File: config.mk
export PLATFORM = sky130hd
export DESIGN_NAME = linear_engine_seq
export DESIGN_NICKNAME = d
export VERILOG_FILES = /design/src/rtl/linear_engine_seq.sv
export SDC_FILE = /design/constraint.sdc
export NUM_CORES = 1
export LEC_CHECK = 0
export ABC_AREA = 1
export CAP_MARGIN = 20
export CELL_PAD_IN_SITES_DETAIL_PLACEMENT = 0
export CELL_PAD_IN_SITES_GLOBAL_PLACEMENT = 1
export CORE_ASPECT_RATIO = 2
export CORE_MARGIN = 2
export CORE_UTILIZATION = 40
export CTS_CLUSTER_SIZE = 10
export DETAILED_ROUTE_END_ITERATION = 8
export DONT_BUFFER_PORTS = 1
export PLACE_DENSITY_LB_ADDON = 0.15
export SKIP_CTS_REPAIR_TIMING = 1
export SYNTH_ARGS = -nofsm -noshare
export SYNTH_HDL_FRONTEND = slang
export SYNTH_SLANG_ARGS = --single-unit
File: constraint.sdc
create_clock -name clk -period 1.6 [get_ports clk]
set_clock_uncertainty 0.2 [all_clocks]
set_input_delay 0.16 -clock clk [delete_from_list [all_inputs] [get_ports clk]]
set_output_delay 0.16 -clock clk [all_outputs]
set_load 0.1 [all_outputs]
File: src/rtl/linear_engine_seq.sv
// linear_engine_seq
//   Sequencer for the tiled linear (matmul) engine. A one-cycle start pulse
//   launches a walk over the output tile space in M, N, K order. Each step
//   issues an activation/weight tile read, then drives the MAC controls one
//   cycle later (fixed 1-cycle memory latency). A write strobe for the output
//   tile follows one cycle after the last k. A one-cycle done pulse is given
//   once the final output write has been issued.
//
// Ports
//   clk          rising-edge clock
//   reset        asynchronous, active-low reset
//   start        one-cycle request pulse (accepted only when idle)
//   mem_ready    operand memories accept a read this cycle
//   done         one-cycle completion pulse
//   busy         high from start acceptance through done
//   a_rd_en      activation read strobe,  a_rd_addr = m*K_TILES+k
//   w_rd_en      weight read strobe,      w_rd_addr = k*N_TILES+n
//   mac_valid    operand data valid at the MAC
//   mac_clear    first k of a tile (MAC loads instead of accumulating)
//   mac_last     last k of a tile
//   out_wr_en    output tile write strobe, out_wr_addr = m*N_TILES+n
module linear_engine_seq #(
   parameter int M_TILES = 4,
   parameter int N_TILES = 4,
   parameter int K_TILES = 8,
   parameter int ADDR_W  = 12
) (
   input  logic              clk,
   input  logic              reset,
   input  logic              start,
   input  logic              mem_ready,
   output logic              done,
   output logic              busy,
   output logic              a_rd_en,
   output logic [ADDR_W-1:0] a_rd_addr,
   output logic              w_rd_en,
   output logic [ADDR_W-1:0] w_rd_addr,
   output logic              mac_valid,
   output logic              mac_clear,
   output logic              mac_last,
   output logic              out_wr_en,
   output logic [ADDR_W-1:0] out_wr_addr
);

   // Counter widths; a single tile still needs a 1-bit register.
   localparam int MW = (M_TILES > 1) ? $clog2(M_TILES) : 1;
   localparam int NW = (N_TILES > 1) ? $clog2(N_TILES) : 1;
   localparam int KW = (K_TILES > 1) ? $clog2(K_TILES) : 1;

   localparam logic [MW-1:0] M_LAST = MW'(M_TILES - 1);
   localparam logic [NW-1:0] N_LAST = NW'(N_TILES - 1);
   localparam logic [KW-1:0] K_LAST = KW'(K_TILES - 1);

   localparam logic [ADDR_W-1:0] K_MUL = ADDR_W'(K_TILES);
   localparam logic [ADDR_W-1:0] N_MUL = ADDR_W'(N_TILES);

   typedef enum logic [1:0] {
      S_IDLE  = 2'd0,
      S_RUN   = 2'd1,
      S_DRAIN = 2'd2,
      S_DONE  = 2'd3
   } state_t;

   state_t            r_state;
   state_t            w_next;

   logic [MW-1:0]     r_m;
   logic [NW-1:0]     r_n;
   logic [KW-1:0]     r_k;

   logic              w_issue;
   logic              w_k_wrap;
   logic              w_n_wrap;
   logic              w_m_wrap;
   logic              w_final;
   logic [ADDR_W-1:0] w_a_addr;
   logic [ADDR_W-1:0] w_w_addr;
   logic [ADDR_W-1:0] w_o_addr;

   // MAC stage (1 cycle after issue) and write stage (2 cycles after issue)
   logic              r_mac_valid;
   logic              r_mac_clear;
   logic              r_mac_last;
   logic [ADDR_W-1:0] r_mac_oaddr;
   logic              r_out_wr_en;
   logic [ADDR_W-1:0] r_out_wr_addr;

   assign w_issue  = (r_state == S_RUN) && mem_ready;
   assign w_k_wrap = (r_k == K_LAST);
   assign w_n_wrap = (r_n == N_LAST);
   assign w_m_wrap = (r_m == M_LAST);
   assign w_final  = w_issue && w_k_wrap && w_n_wrap && w_m_wrap;

   assign w_a_addr = ADDR_W'(r_m) * K_MUL + ADDR_W'(r_k);
   assign w_w_addr = ADDR_W'(r_k) * N_MUL + ADDR_W'(r_n);
   assign w_o_addr = ADDR_W'(r_m) * N_MUL + ADDR_W'(r_n);

   // ---------------- FSM ----------------
   always_ff @(posedge clk or negedge reset) begin
      if (!reset) r_state <= S_IDLE;
      else        r_state <= w_next;
   end

   always_comb begin
      w_next = r_state;
      unique case (r_state)
         S_IDLE:  if (start)   w_next = S_RUN;
         S_RUN:   if (w_final) w_next = S_DRAIN;
         // No reads are issued in DRAIN, so once the MAC stage empties the
         // final output write is on the port this cycle.
         S_DRAIN: if (!r_mac_valid) w_next = S_DONE;
         S_DONE:  w_next = S_IDLE;
         default: w_next = S_IDLE;
      endcase
   end

   // ---------------- tile counters ----------------
   always_ff @(posedge clk or negedge reset) begin
      if (!reset) begin
         r_m <= '0;
         r_n <= '0;
         r_k <= '0;
      end else if (r_state == S_IDLE && start) begin
         r_m <= '0;
         r_n <= '0;
         r_k <= '0;
      end else if (w_issue) begin
         if (w_k_wrap) begin
            r_k <= '0;
            if (w_n_wrap) begin
               r_n <= '0;
               r_m <= w_m_wrap ? '0 : r_m + 1'b1;
            end else begin
               r_n <= r_n + 1'b1;
            end
         end else begin
            r_k <= r_k + 1'b1;
         end
      end
   end

   // ---------------- read pipeline ----------------
   always_ff @(posedge clk or negedge reset) begin
      if (!reset) begin
         r_mac_valid   <= 1'b0;
         r_mac_clear   <= 1'b0;
         r_mac_last    <= 1'b0;
         r_mac_oaddr   <= '0;
         r_out_wr_en   <= 1'b0;
         r_out_wr_addr <= '0;
      end else begin
         r_mac_valid   <= w_issue;
         r_mac_clear   <= w_issue && (r_k == '0);
         r_mac_last    <= w_issue && w_k_wrap;
         r_mac_oaddr   <= w_issue ? w_o_addr : '0;
         r_out_wr_en   <= r_mac_valid && r_mac_last;
         r_out_wr_addr <= (r_mac_valid && r_mac_last) ? r_mac_oaddr : '0;
      end
   end

   // ---------------- outputs ----------------
   // Addresses are zeroed when no read is issued so idle ports read as 0.
   assign a_rd_en     = w_issue;
   assign w_rd_en     = w_issue;
   assign a_rd_addr   = w_issue ? w_a_addr : '0;
   assign w_rd_addr   = w_issue ? w_w_addr : '0;
   assign mac_valid   = r_mac_valid;
   assign mac_clear   = r_mac_clear;
   assign mac_last    = r_mac_last;
   assign out_wr_en   = r_out_wr_en;
   assign out_wr_addr = r_out_wr_addr;
   assign busy        = (r_state != S_IDLE);
   assign done        = (r_state == S_DONE);

endmodule

# Word-level counts from Yosys, hierarchy flattened
# Index checks and enable logic that the tools add are counted.
# word_totals
regBits,30
latchBits,0
ramBits,0
rom_bits,0
wordCells,61
mem_count,0
# op_classes
n_addsub,6
multipliers,0
div,0
magnitude_cmp,0
eq_ne,9
shift,0
n_mux,20
bitwise,0
reduce_logical,16
# op_table
cell,count
2-bit 2-to-1 mux,12
6-bit 2-to-1 mux,2
5-bit 2-to-1 mux,2
3-bit 2-to-1 mux,3
2-bit equality test (second input constant),4
2-bit one-hot mux with 4 select lines,1
2-bit nonzero test,4
1-bit logical AND,7
5-bit by 2-bit adder with 6-bit output,1
5-bit by 3-bit adder with 6-bit output,1
2-bit inequality test (second input constant),3
3-bit AND reduction,2
4-bit by 2-bit adder with 5-bit output,1
2-bit by 1-bit adder with 2-bit output (second input constant),2
3-bit by 1-bit adder with 3-bit output (second input constant),1
3-bit equality test (second input constant),1
3-bit logical NOT,1
2-bit by 1-bit equality test with 1-bit output (second input constant),1
2-bit logical NOT,1
2-bit AND reduction,1

# Depth between registers and ports, before layout
# logic_depth
ltp_word,7
depth_mapped,9
ltp_nobuf,9

# Least setup slack after synthesis
# Ideal clock, no wire load.
# synth_path
kind,register to output
from,reg r_state[1]
to,out w_rd_addr[2]
arrival_time_ps,2688
required_ps,1240
setup_slack_ps,-1448
path_stages_with_launch,7
path_buffers,2
path_cell_list,dfrtp_1 inv_1 ha_1 nand2_2 buf_6 nor2_1 buf_4
# synth_between
elab_chain_cells,3
# synth_rtl
element,line,text
"start, declared",64,state_t r_state;
"start signal, assigned",101,else r_state <= w_next;
2-bit by 1-bit equality test with 1-bit output,88,assign w_issue = (r_state == S_RUN) && mem_ready;
1-bit logical AND,88,
6-bit 2-to-1 mux,166,assign w_rd_addr = w_issue ? w_w_addr : '0;
"end, declared",37,"output logic [ADDR_W-1:0] w_rd_addr,"
# Every way passes these cells.

# Worst setup path after layout
# layout_path
from,reg r_state[1]
to,out w_rd_addr[1]
# Same word-level chain as after synthesis.

==> results <==
- In this run the worst path has a maximum fanout of 6.
- The delay of the slowest critical-path stage is 0.40 ns.
- The worst path required time is 1.24 ns.
- In this run the tool buffered the top-level ports with 0 buffer cells.
- The run finished, with violations left.
- The routed via count is 850.
- The initial utilization of the core area, before any placement, comes to 41.8%.
- The library cells used most frequently in the layout, excluding fill and tap cells, are conb_1 (22), dfrtp_1 (21), buf_4 (21), inv_1 (14), nand2_1 (12).
- In this run, CTS created clock tree buffers numbering 3.
- Across all hold checks on the routed design, the worst slack comes to -0.0911 ns.
- The CTS tree is built.
- The clock reaches the later pin of the worst-skew pair after 0.26 ns.
- The number of levels the H-tree was split into is 1.
- The post-route antenna net violation count is 0.
- The number of buffers and inverters on the critical path is 3.
- Entering global routing, the biggest net connects 22 pins.
- In this run the clock root is driven by a clkbuf_8.
- The floorplan has 27 rows.
- The CTS clock-pin slew for the worst setup and hold paths is 0.08 ns.
- Setup repair after global routing could not meet its margin everywhere.
- After detailed routing, the average wire length per cell comes to 12.2 µm.
- Total power for the finished layout comes to 2.92 mW.
- The number of failing hold endpoints at the final stage is 8.
- The die is 42.0 µm wide.
- The via density per instance is 4.47.
- Data on the critical path arrives at its endpoint at 1.47 ns.
- The mapped netlist covers 1160 µm².
- The register bit count reported by yosys is 21.
- The HPWL after detailed placement is 1740 µm.
- The detailed-router iteration count before antenna repair is 4.
- The die is 80.1 µm tall.
- The final reports fail on hold timing, setup timing.
- At the pin with the least slew margin, the transition time is 0.957 ns.
- The type of destination of the critical path is an output port.
- Compared with the post-synthesis result, the final layout area differs by 42.8%.
- The final sum of negative setup slack is -2.68 ns.
- The slowest stage of the critical path belongs to the cell dfrtp_1.
- Max-cap violations in this run came to 0.
- The number of I/O pins is 48.
- The number of diodes is 0.
- Global routing used 14.3% of the available tracks.
- The region available for standard cell placement spans 2770 µm².
- The most common cell after layout, fill and taps aside is conb_1.
- The largest vdd supply drop is 0.000855 V.
- The max-slew violation count was 0.
- For this run, the top clock speed supported by timing is 545 MHz.
- The sum of overflow across all layers after global routing is 0.
- The overall die area is 3370 µm².
- The worst hold path belongs to the class primary input to flip-flop.
- OpenSTA, run right after detailed placement, puts the worst setup slack at -0.0639 ns.
- The signal on the critical path passes through inv_2 -> ha_4 -> nand2_8 -> buf_4 -> nor2_4 -> buf_12.
- The number of clock sinks is 21.
- The via count of the first global-routing pass is 812.
- Wires add up to 2320 µm.
- The maximum number of buffers from clock root to sink is 2.
- The global-route wire length before repair is 3620 µm.
- The initial antenna violation count was 0.
- The post-layout worst setup margin is -0.235 ns.
- The power density over the cells is 1770 nW/µm².
- The share of the clock period used by the worst path after layout is 115%.
- Setup violations remaining at the end of the flow were counted as 17.
- The DRC violations left is 0.
- The post-synthesis instance total is 126.
- In this run, the number of DRC markers left after iteration 0 of detailed routing was 8.
- The final critical-path required period is 1.83 ns.
- The number of different library cells used by synthesis comes to 19.
- The final RePlAce weighted congestion is 0.737.
- The count of yosys warnings during synthesis is 0.
- The kind of cell with the highest combined delay on the critical path is buffers and inverters.
- The number of nets at the end of the flow is 175.
- The worst slew margin relative to its limit is 36.0%.
- The startpoint type of the worst setup path is a flip-flop.
- The critical path in this run is classified as flip-flop to output port.
- The average size of a mapped cell is 9.19 µm².
- The total leakage power is 0.816 nW.
- The sequential area share after synthesis is 45.4%.
- In the final layout, the share of cells above drive strength 1 is 38.5%.
[path summary, 6_finish.rpt]
check                                         start                  endpoint  slack [ns]  cells past startpoint
setup / recovery             r_state[1]$_DFFE_PN0P_              w_rd_addr[1]       -0.23                      6
hold / removal                            mem_ready       mac_clear$_DFF_PN0_       -0.09                      2
setup reg to reg             r_state[1]$_DFFE_PN0P_        r_m[0]$_DFFE_PN0P_       -0.11                      9
hold reg to reg            r_mac_oaddr[0]$_DFF_PN0_  out_wr_addr[0]$_DFF_PN0_        0.28                      2
max in group asynchronous                     reset  out_wr_addr[1]$_DFF_PN0_        0.33                      1
min in group asynchronous                     reset  out_wr_addr[2]$_DFF_PN0_        0.29                      1
[routing by layer]
metal  up-vias  track usage (%)  wire length (µm)
met2        32             26.4              1360
met5         -                0                 0
met4         0             8.44                58
li1        410                -                 -
met3         6             2.92               142
met1       402             14.2               754
[state kept, by name (all words and copies together), names as in the netlist]
name,cells
mac_valid,1
out_wr_addr,4
r_m,2
r_state,2
out_wr_en,1
r_n,2
mac_last,1
r_mac_oaddr,4
r_k,3
mac_clear,1
[report_power, final]
part	switching, mW	internal [mW]	total, mW
logic	1.29	0.585	1.87
clock network	0.184	0.174	0.357
registers	0.0662	0.626	0.692
[through the flow]
step | util (%) | instances | instance area (µm²) | hold WS [ns]
finish | 59.7 | 190 | 1650 | -0.0911
detailed placement | 53.2 | 178 | 1470 | -0.335
floorplan | - | 147 | 1350 | -0.336
CTS | 54.8 | 182 | 1520 | -0.624
global placement | 53.2 | 178 | 1470 | -0.335
global route | 59.7 | 190 | 1650 | -0.0826
[final cells by class]
cell class | instances | area (µm²)
inverters | 18 | 78.8
repair buffers | 36 | 412
clock inverters | 1 | 5.00
flip-flops and latches | 21 | 526
clock buffers | 3 | 41.3
fillers | 247 | 1120
well taps | 29 | 36.3
multi-input cells | 82 | 554
[cell usage after synthesis]
library cell / number / area (µm²)
a21oi_1: 2 / 10.0
buf_4: 26 / 195
buf_6: 1 / 11.3
conb_1: 1 / 3.75
dfrtp_1: 21 / 526
ha_1: 9 / 113
inv_1: 17 / 63.8
inv_2: 1 / 3.75
nand2_1: 13 / 48.8
nand2_2: 2 / 12.5
nand3_1: 6 / 30.0
nand3_2: 1 / 10.0
nand4_1: 2 / 12.5
nor2_1: 14 / 52.6
nor2_4: 1 / 11.3
nor3_1: 2 / 10.0
o21ai_0: 4 / 20.0
o21ai_2: 2 / 17.5
or2_2: 1 / 6.26
[cells by family (layout without fill, tap and decap cells)]
group / after synthesis / after routing / share of synthesized area (%)
AO/OA/AOI/OAI: 8 / 8 / 4.11
adder cells (fa/ha/maj): 9 / 9 / 9.73
flip-flops: 21 / 21 / 45.4
AND/OR/NAND/NOR: 42 / 43 / 16.8
other: 1 / 22 / 0.324
buffers and inverters: 45 / 58 / 23.7
Note: power is estimated with default switching activity, not from simulation.
